`src/rtl/tlk_error_monitor_if.sv`:
```
// Bus bundle for tlk_error_monitor: TLK error strobes, per-channel status and the read port.
// The master modport drives the strobes and read requests; the slave modport is the monitor.
interface tlk_error_monitor_if #(
  parameter int unsigned N_CH  = 3,
  parameter int unsigned CNT_W = 16
);
  localparam int unsigned CH_W = (N_CH > 1) ? $clog2(N_CH) : 1;

  logic [N_CH-1:0]   err_in;
  logic [N_CH-1:0]   send_err;
  logic              clr_cnt;
  logic [N_CH-1:0]   err_out;
  logic [N_CH-1:0]   err_sticky;
  logic [2*N_CH-1:0] link_state;
  logic              link_bad_any;
  logic              rd_req;
  logic [CH_W-1:0]   rd_ch;
  logic              rd_valid;
  logic              rd_err;
  logic [CNT_W+2:0]  rd_data;

  modport master (
    output err_in, send_err, clr_cnt, rd_req, rd_ch,
    input  err_out, err_sticky, link_state, link_bad_any, rd_valid, rd_err, rd_data
  );

  modport slave (
    input  err_in, send_err, clr_cnt, rd_req, rd_ch,
    output err_out, err_sticky, link_state, link_bad_any, rd_valid, rd_err, rd_data
  );
endinterface

```
`src/rtl/tlk_error_monitor.sv`:
```
// Per-channel TLK link error monitor: sampled error bit, sticky flag, saturating counter,
// link-health FSM per channel, and a single-cycle status read port.
module tlk_error_monitor #(
  parameter int unsigned N_CH     = 3,
  parameter int unsigned CNT_W    = 16,
  parameter int unsigned RUN_W    = 8,
  parameter int unsigned BAD_THR  = 4,
  parameter int unsigned GOOD_THR = 8
) (
  input logic                clk,
  input logic                reset,
  tlk_error_monitor_if.slave bus
);
  localparam int unsigned CH_W = (N_CH > 1) ? $clog2(N_CH) : 1;

  typedef enum logic [1:0] {StOk = 2'b00, StWarn = 2'b01, StBad = 2'b10} link_state_e;

  localparam logic [CNT_W-1:0] CntMax  = '1;
  localparam logic [RUN_W-1:0] RunMax  = '1;
  localparam logic [RUN_W-1:0] BadThr  = RUN_W'(BAD_THR);
  localparam logic [RUN_W-1:0] GoodThr = RUN_W'(GOOD_THR);

  logic [CNT_W-1:0] cnt_q      [N_CH];
  logic [CNT_W-1:0] cnt_d      [N_CH];
  logic [RUN_W-1:0] bad_run_q  [N_CH];
  logic [RUN_W-1:0] bad_run_d  [N_CH];
  logic [RUN_W-1:0] good_run_q [N_CH];
  logic [RUN_W-1:0] good_run_d [N_CH];
  link_state_e      state_q    [N_CH];
  link_state_e      state_d    [N_CH];
  logic [N_CH-1:0]  err_out_q, err_out_d;
  logic [N_CH-1:0]  sticky_q, sticky_d;
  logic             bad_any_q, bad_any_d;
  logic             rd_valid_q, rd_valid_d;
  logic             rd_err_q, rd_err_d;
  logic [CNT_W+2:0] rd_data_q, rd_data_d;
  logic [CH_W-1:0]  rd_idx;

  // Clear is applied first so that a coincident error sample counts from zero.
  always_comb begin
    err_out_d = err_out_q;
    sticky_d  = sticky_q;
    for (int i = 0; i < N_CH; i++) begin
      cnt_d[i]      = cnt_q[i];
      bad_run_d[i]  = bad_run_q[i];
      good_run_d[i] = good_run_q[i];
      state_d[i]    = state_q[i];
      if (bus.clr_cnt) begin
        cnt_d[i]    = '0;
        sticky_d[i] = 1'b0;
      end
      if (bus.send_err[i]) begin
        err_out_d[i] = bus.err_in[i];
        if (bus.err_in[i]) begin
          sticky_d[i]   = 1'b1;
          good_run_d[i] = '0;
          if (cnt_d[i] != CntMax) cnt_d[i] = cnt_d[i] + CNT_W'(1);
          if (bad_run_q[i] != RunMax) bad_run_d[i] = bad_run_q[i] + RUN_W'(1);
          if (bad_run_d[i] >= BadThr) begin
            state_d[i] = StBad;
          end else if (state_q[i] == StOk) begin
            state_d[i] = StWarn;
          end
        end else begin
          bad_run_d[i] = '0;
          if (good_run_q[i] != RunMax) good_run_d[i] = good_run_q[i] + RUN_W'(1);
          if (state_q[i] != StOk && good_run_d[i] >= GoodThr) state_d[i] = StOk;
        end
      end
    end
  end

  // Reads see the registered state, i.e. the values before this cycle's updates.
  always_comb begin
    bad_any_d  = 1'b0;
    rd_valid_d = bus.rd_req;
    rd_err_d   = 1'b0;
    rd_data_d  = '0;
    rd_idx     = bus.rd_ch;
    for (int i = 0; i < N_CH; i++) begin
      if (state_q[i] == StBad) bad_any_d = 1'b1;
    end
    if (bus.rd_req) begin
      if (32'(rd_idx) >= N_CH) begin
        rd_err_d = 1'b1;
      end else begin
        rd_data_d = {state_q[rd_idx], sticky_q[rd_idx], cnt_q[rd_idx]};
      end
    end
  end

  always_ff @(posedge clk) begin
    if (reset) begin
      err_out_q  <= '0;
      sticky_q   <= '0;
      bad_any_q  <= 1'b0;
      rd_valid_q <= 1'b0;
      rd_err_q   <= 1'b0;
      rd_data_q  <= '0;
      for (int i = 0; i < N_CH; i++) begin
        cnt_q[i]      <= '0;
        bad_run_q[i]  <= '0;
        good_run_q[i] <= '0;
        state_q[i]    <= StOk;
      end
    end else begin
      err_out_q  <= err_out_d;
      sticky_q   <= sticky_d;
      bad_any_q  <= bad_any_d;
      rd_valid_q <= rd_valid_d;
      rd_err_q   <= rd_err_d;
      rd_data_q  <= rd_data_d;
      for (int i = 0; i < N_CH; i++) begin
        cnt_q[i]      <= cnt_d[i];
        bad_run_q[i]  <= bad_run_d[i];
        good_run_q[i] <= good_run_d[i];
        state_q[i]    <= state_d[i];
      end
    end
  end

  always_comb begin
    bus.link_state = '0;
    for (int i = 0; i < N_CH; i++) begin
      bus.link_state[2*i +: 2] = state_q[i];
    end
  end

  assign bus.err_out      = err_out_q;
  assign bus.err_sticky   = sticky_q;
  assign bus.link_bad_any = bad_any_q;
  assign bus.rd_valid     = rd_valid_q;
  assign bus.rd_err       = rd_err_q;
  assign bus.rd_data      = rd_data_q;
endmodule

```
`src/flat_wrapper.sv`:
```
// flat-port wrapper written by rule: the top's interface ports become plain ports
module tlk_error_monitor_flat 
#(
  parameter int unsigned N_CH     = 3,
  parameter int unsigned CNT_W    = 16,
  parameter int unsigned RUN_W    = 8,
  parameter int unsigned BAD_THR  = 4,
  parameter int unsigned GOOD_THR = 8
)
  (clk, reset, bus_err_in, bus_send_err, bus_clr_cnt, bus_rd_req, bus_rd_ch, bus_err_out, bus_err_sticky, bus_link_state, bus_link_bad_any, bus_rd_valid, bus_rd_err, bus_rd_data);
  tlk_error_monitor_if #(.N_CH(N_CH), .CNT_W(CNT_W)) bus_i ();
  input logic clk;
  input logic reset;
  input wire logic [$bits(bus_i.err_in)-1:0] bus_err_in;
  input wire logic [$bits(bus_i.send_err)-1:0] bus_send_err;
  input wire logic [$bits(bus_i.clr_cnt)-1:0] bus_clr_cnt;
  input wire logic [$bits(bus_i.rd_req)-1:0] bus_rd_req;
  input wire logic [$bits(bus_i.rd_ch)-1:0] bus_rd_ch;
  output wire logic [$bits(bus_i.err_out)-1:0] bus_err_out;
  output wire logic [$bits(bus_i.err_sticky)-1:0] bus_err_sticky;
  output wire logic [$bits(bus_i.link_state)-1:0] bus_link_state;
  output wire logic [$bits(bus_i.link_bad_any)-1:0] bus_link_bad_any;
  output wire logic [$bits(bus_i.rd_valid)-1:0] bus_rd_valid;
  output wire logic [$bits(bus_i.rd_err)-1:0] bus_rd_err;
  output wire logic [$bits(bus_i.rd_data)-1:0] bus_rd_data;
  assign bus_i.err_in = bus_err_in;
  assign bus_i.send_err = bus_send_err;
  assign bus_i.clr_cnt = bus_clr_cnt;
  assign bus_i.rd_req = bus_rd_req;
  assign bus_i.rd_ch = bus_rd_ch;
  assign bus_err_out = bus_i.err_out;
  assign bus_err_sticky = bus_i.err_sticky;
  assign bus_link_state = bus_i.link_state;
  assign bus_link_bad_any = bus_i.link_bad_any;
  assign bus_rd_valid = bus_i.rd_valid;
  assign bus_rd_err = bus_i.rd_err;
  assign bus_rd_data = bus_i.rd_data;
  tlk_error_monitor #(.N_CH(N_CH), .CNT_W(CNT_W), .RUN_W(RUN_W), .BAD_THR(BAD_THR), .GOOD_THR(GOOD_THR)) u_core (.clk(clk), .reset(reset), .bus(bus_i));
endmodule
```
`config.mk`:
```
export PLATFORM = sky130hd
export DESIGN_NAME = tlk_error_monitor_flat
export DESIGN_NICKNAME = d
export VERILOG_FILES = /design/src/rtl/tlk_error_monitor_if.sv /design/src/rtl/tlk_error_monitor.sv /design/src/flat_wrapper.sv
export SDC_FILE = /design/constraint.sdc
export NUM_CORES = 1
export LEC_CHECK = 0
export BUFFER_PORTS_ARGS = -buffer_cell sky130_fd_sc_hd__clkbuf_2
export CAP_MARGIN = 5
export CELL_PAD_IN_SITES_DETAIL_PLACEMENT = 0
export CELL_PAD_IN_SITES_GLOBAL_PLACEMENT = 1
export CORE_MARGIN = 2
export CORE_UTILIZATION = 46
export CTS_CLUSTER_SIZE = 20
export DETAILED_ROUTE_END_ITERATION = 8
export MAX_ROUTING_LAYER = met4
export PLACE_DENSITY_LB_ADDON = 0.1
export SLEW_MARGIN = 20
export SYNTH_ARGS = -nofsm -noshare
export SYNTH_HDL_FRONTEND = slang
export SYNTH_SLANG_ARGS = --single-unit
```
`constraint.sdc`:
```
create_clock -name clk -period 3.8 [get_ports clk]
set_clock_uncertainty 0.05 [all_clocks]
set_input_delay 1.14 -clock clk [delete_from_list [all_inputs] [get_ports clk]]
set_output_delay 1.14 -clock clk [all_outputs]
set_load 0.01 [all_outputs]
```
==> impl_metrics.py <==
metrics = {
    "grt": {
        "antenna_found_initial": 0,
        "gr-usage-met1": 0.326,
        "grtUsageTotal": 0.240,
        "grt.busiest_layer": "met2",
        "grt_pass1_vias": 6020,
        "use_met3": 0.0489,
        "grt_use_met2": 0.354,
        "grt_max_degree": 54,
        "globalRouteOverflowTotal": 0,
        "grt_pass1_wl_mm": 30.3,
    },
    "clock_tree": {
        "clockBufferDepth": 2,
        "tritoncts": "built",
        "clkLatencyLatePin_ns": 0.42,
        "hold_buffers": 0,
        "cts.root.buffer_cell": "clkbuf_16",
        "clkSlewWorstSetupHoldPaths_ns": 0.06,
        "post_cts.repair.setup_buffers": 0,
        "htreeDepth": 4,
        "post_cts_resized": 0,
        "numCtsBuffers": 17,
        "clkSinkCount": 130,
    },
    "routing": {
        "wl_mm": 18.1,
        "wl_per_cell_microns": 17.0,
        "via_count": 6375,
        "drt_pass1_iterations": 5,
        "ant_nets": 0,
        "routed_via_density": 5.97,
        "drcViolationCount": 0,
        "drt_iter0_drc": 507,
    },
    "sta": {
        "layout_setup_ws_ns": 0.856,
        "tightest_slew_ns": 0.826,
        "timing.final.crit_period_ns": 2.94,
        "finalSetupTns_ns": 0,
        "slew_headroom": 0.447,
        "finalCritPeriodShare": 0.775,
        "finalSetupViolCount": 0,
        "hold_viol_final": 0,
        "max_freq_mhz": 340,
        "final_max_slew_viol_count": 0,
        "rsz0062_at_grt": "false",
    },
    "yosys": {
        "yosys-top-cells-area": "dfxtp_1 38%, nor2_1 6.2%, a21oi_1 6.2%",
        "synth.most_common_cell": "dfxtp_1",
        "ys_ff_latch": 130,
        "ys_types": 71,
        "synth-edff-count": 0,
        "ys_warn_count": 0,
        "syn-num-nets": 875,
        "async_reset_ff_frac": 0,
        "yosys.area.top_type": "dfxtp_1",
        "syn_avg_cell_area_sq_um": 8.12,
        "synth_common_cells": "130 x dfxtp_1, 115 x nor2_1, 86 x a21oi_1, 63 x nand2_1, 35 x clkbuf_1",
        "synth.cell_area_sq_um": 6940,
        "seq_area_frac_synth": 0.375,
        "yosysTopAreaCellShare": 0.375,
        "syn_inst": 854,
        "synthFlopType": "dfxtp_1",
    },
    "power": {
        "ir_worst_vdd_mv": 0.370,
        "power.leakage_nw": 2.93,
        "p_per_area_nw_per_um2": 416,
    },
    "cells_and_area": {
        "antenna_cells": 0,
        "finalNetCount": 892,
        "instances_no_fill": 1068,
        "drive_above_1_share": 0.132,
        "area_growth_pct": 12.5,
    },
    "placed_design": {
        "portBuffers": 45,
        "place_ws_ns": 0.455,
        "numPlacedInstances": 1036,
        "hpwl_mm": 12.6,
        "gp_congestion": 0.874,
    },
    "run_status": {
        "status": "finished clean",
    },
    "critical_path": {
        "crit_fanout": 21,
        "critPathKind": "input port to flip-flop",
        "cp.arrival_ns": 3.26,
        "r2r_end": "u_core.cnt_q[0][13]$_SDFF_PP0_",
        "required_ns": 4.11,
        "r2r_slack_ns": 1.44,
        "startpoint_type": "input port",
        "r2r_start": "u_core.cnt_q[0][1]$_SDFF_PP0_",
        "cp-end-kind": "flip-flop",
        "r2r_cells": 8,
    },
    "floorplanning": {
        "core_area_sq_um": 14600,
        "initial_core_util": 0.474,
        "die_x_microns": 127,
        "dieHeight_microns": 127,
        "rows": 44,
        "fp.dieArea_sq_um": 16100,
        "io_pins": 46,
    },
    "flow_run": {
        "drv_cap": 0,
    },
    "min_path": {
        "whs_path_depth": 2,
        "hp-start": "u_core.bus.err_out[2]$_SDFFE_PP0P_",
        "holdPathEnd": "u_core.bus.err_out[2]$_SDFFE_PP0P_",
        "hold_path.class": "flip-flop to flip-flop",
    },
}
-- flip-flops by register name, indices dropped and copies added, names as in the netlist --
name	flops
u_core.good_run_q	24
u_core.bad_run_q	24
u_core.bus.link_bad_any	1
u_core.state_q	6
u_core.bus.err_sticky	3
u_core.cnt_q	48
u_core.bus.rd_valid	1
u_core.bus.rd_err	1
u_core.bus.err_out	3
u_core.bus.rd_data	19
-- cells by family (layout without fill, tap and decap cells) --
logic type | Yosys count | count (layout) | share of synthesized area
and+or+nand+nor | 347 | 347 | 0.256
AOI/OAI and AO/OA | 235 | 235 | 0.230
DFF | 130 | 130 | 0.375
muxes | 30 | 30 | 0.0435
buffers and inverters | 80 | 110 | 0.0510
xor gates and xnor gates | 23 | 23 | 0.0290
adders and majority gates | 9 | 9 | 0.0162
-- layout by cell type, fill, tap and decap left out, types with 9 or more instances in the layout --
cell type	instances
dfxtp_1	130
nor2_1	115
a21oi_1	86
nand2_1	63
clkbuf_2	44
nand3_1	31
a211oi_1	29
o21ai_0	29
mux2i_1	29
and3_1	28
inv_1	22
nor3_1	19
xnor2_1	18
clkbuf_16	17
a31oi_1	15
nand4_1	14
and2_1	13
nor2b_1	10
buf_4	10
a21o_1	9
ha_1	9
-- metal layers --
layer / part of all wire / vias to the layer above
met3: 0.045 / 24
li1: - / 3160
met1: 0.49 / 3036
met4: 0.017 / 0
met5: 0 / -
met2: 0.45 / 155
-- cell type report --
type                            count  area, sq um
Multi-Input combinational cell    644         3980
Clock buffer                       22          474
Inverter                           23         86.3
Fill cell                        1398         6840
Clock inverter                     10          131
Tap cell                          184          230
Sequential cell                   130         2600
Timing Repair Buffer               55          300
-- worst max-delay path, stage by stage --
cell,delay (ns)
clkbuf_2,0.12
buf_4,0.22
nor2b_1,0.20
ha_1,0.22
and2_1,0.25
nand4_4,0.16
o31a_1,0.47
a2111oi_4,0.35
a31o_1,0.13
-- how the worst max path moves through the flow --
stage / start / end / slack [ns] / depth (start not counted)
after floorplan: bus_clr_cnt / u_core.cnt_q[0][7]$_SDFF_PP0_ / 0.62 / 11
after global placement: bus_clr_cnt / u_core.cnt_q[0][13]$_SDFF_PP0_ / 0.54 / 8
after detailed placement: bus_clr_cnt / u_core.cnt_q[2][3]$_SDFF_PP0_ / 0.46 / 9
after CTS: bus_clr_cnt / u_core.cnt_q[2][3]$_SDFF_PP0_ / 0.89 / 9
after global routing: bus_clr_cnt / u_core.cnt_q[2][3]$_SDFF_PP0_ / 0.69 / 9
final: bus_clr_cnt / u_core.cnt_q[2][3]$_SDFF_PP0_ / 0.86 / 9
-- metrics by stage --
stage               area, sq um   util  power (mW)  hold WS (ns)
finish                     7810  0.533        3.25         0.438
global route               7810  0.533        3.38         0.472
CTS                        7810  0.533        3.29         0.442
detailed placement         7200  0.492        1.60         0.427
global placement           7200  0.492        1.60         0.425
floorplan                  6940      -        1.55         0.397
-- power by group --
group / internal (mW) / total (mW) / switching [mW]
clock network: 1.08 / 1.68 / 0.597
logic: 0.0562 / 0.181 / 0.125
registers: 1.38 / 1.39 / 0.0138
(Power assumes the default switching activity.)
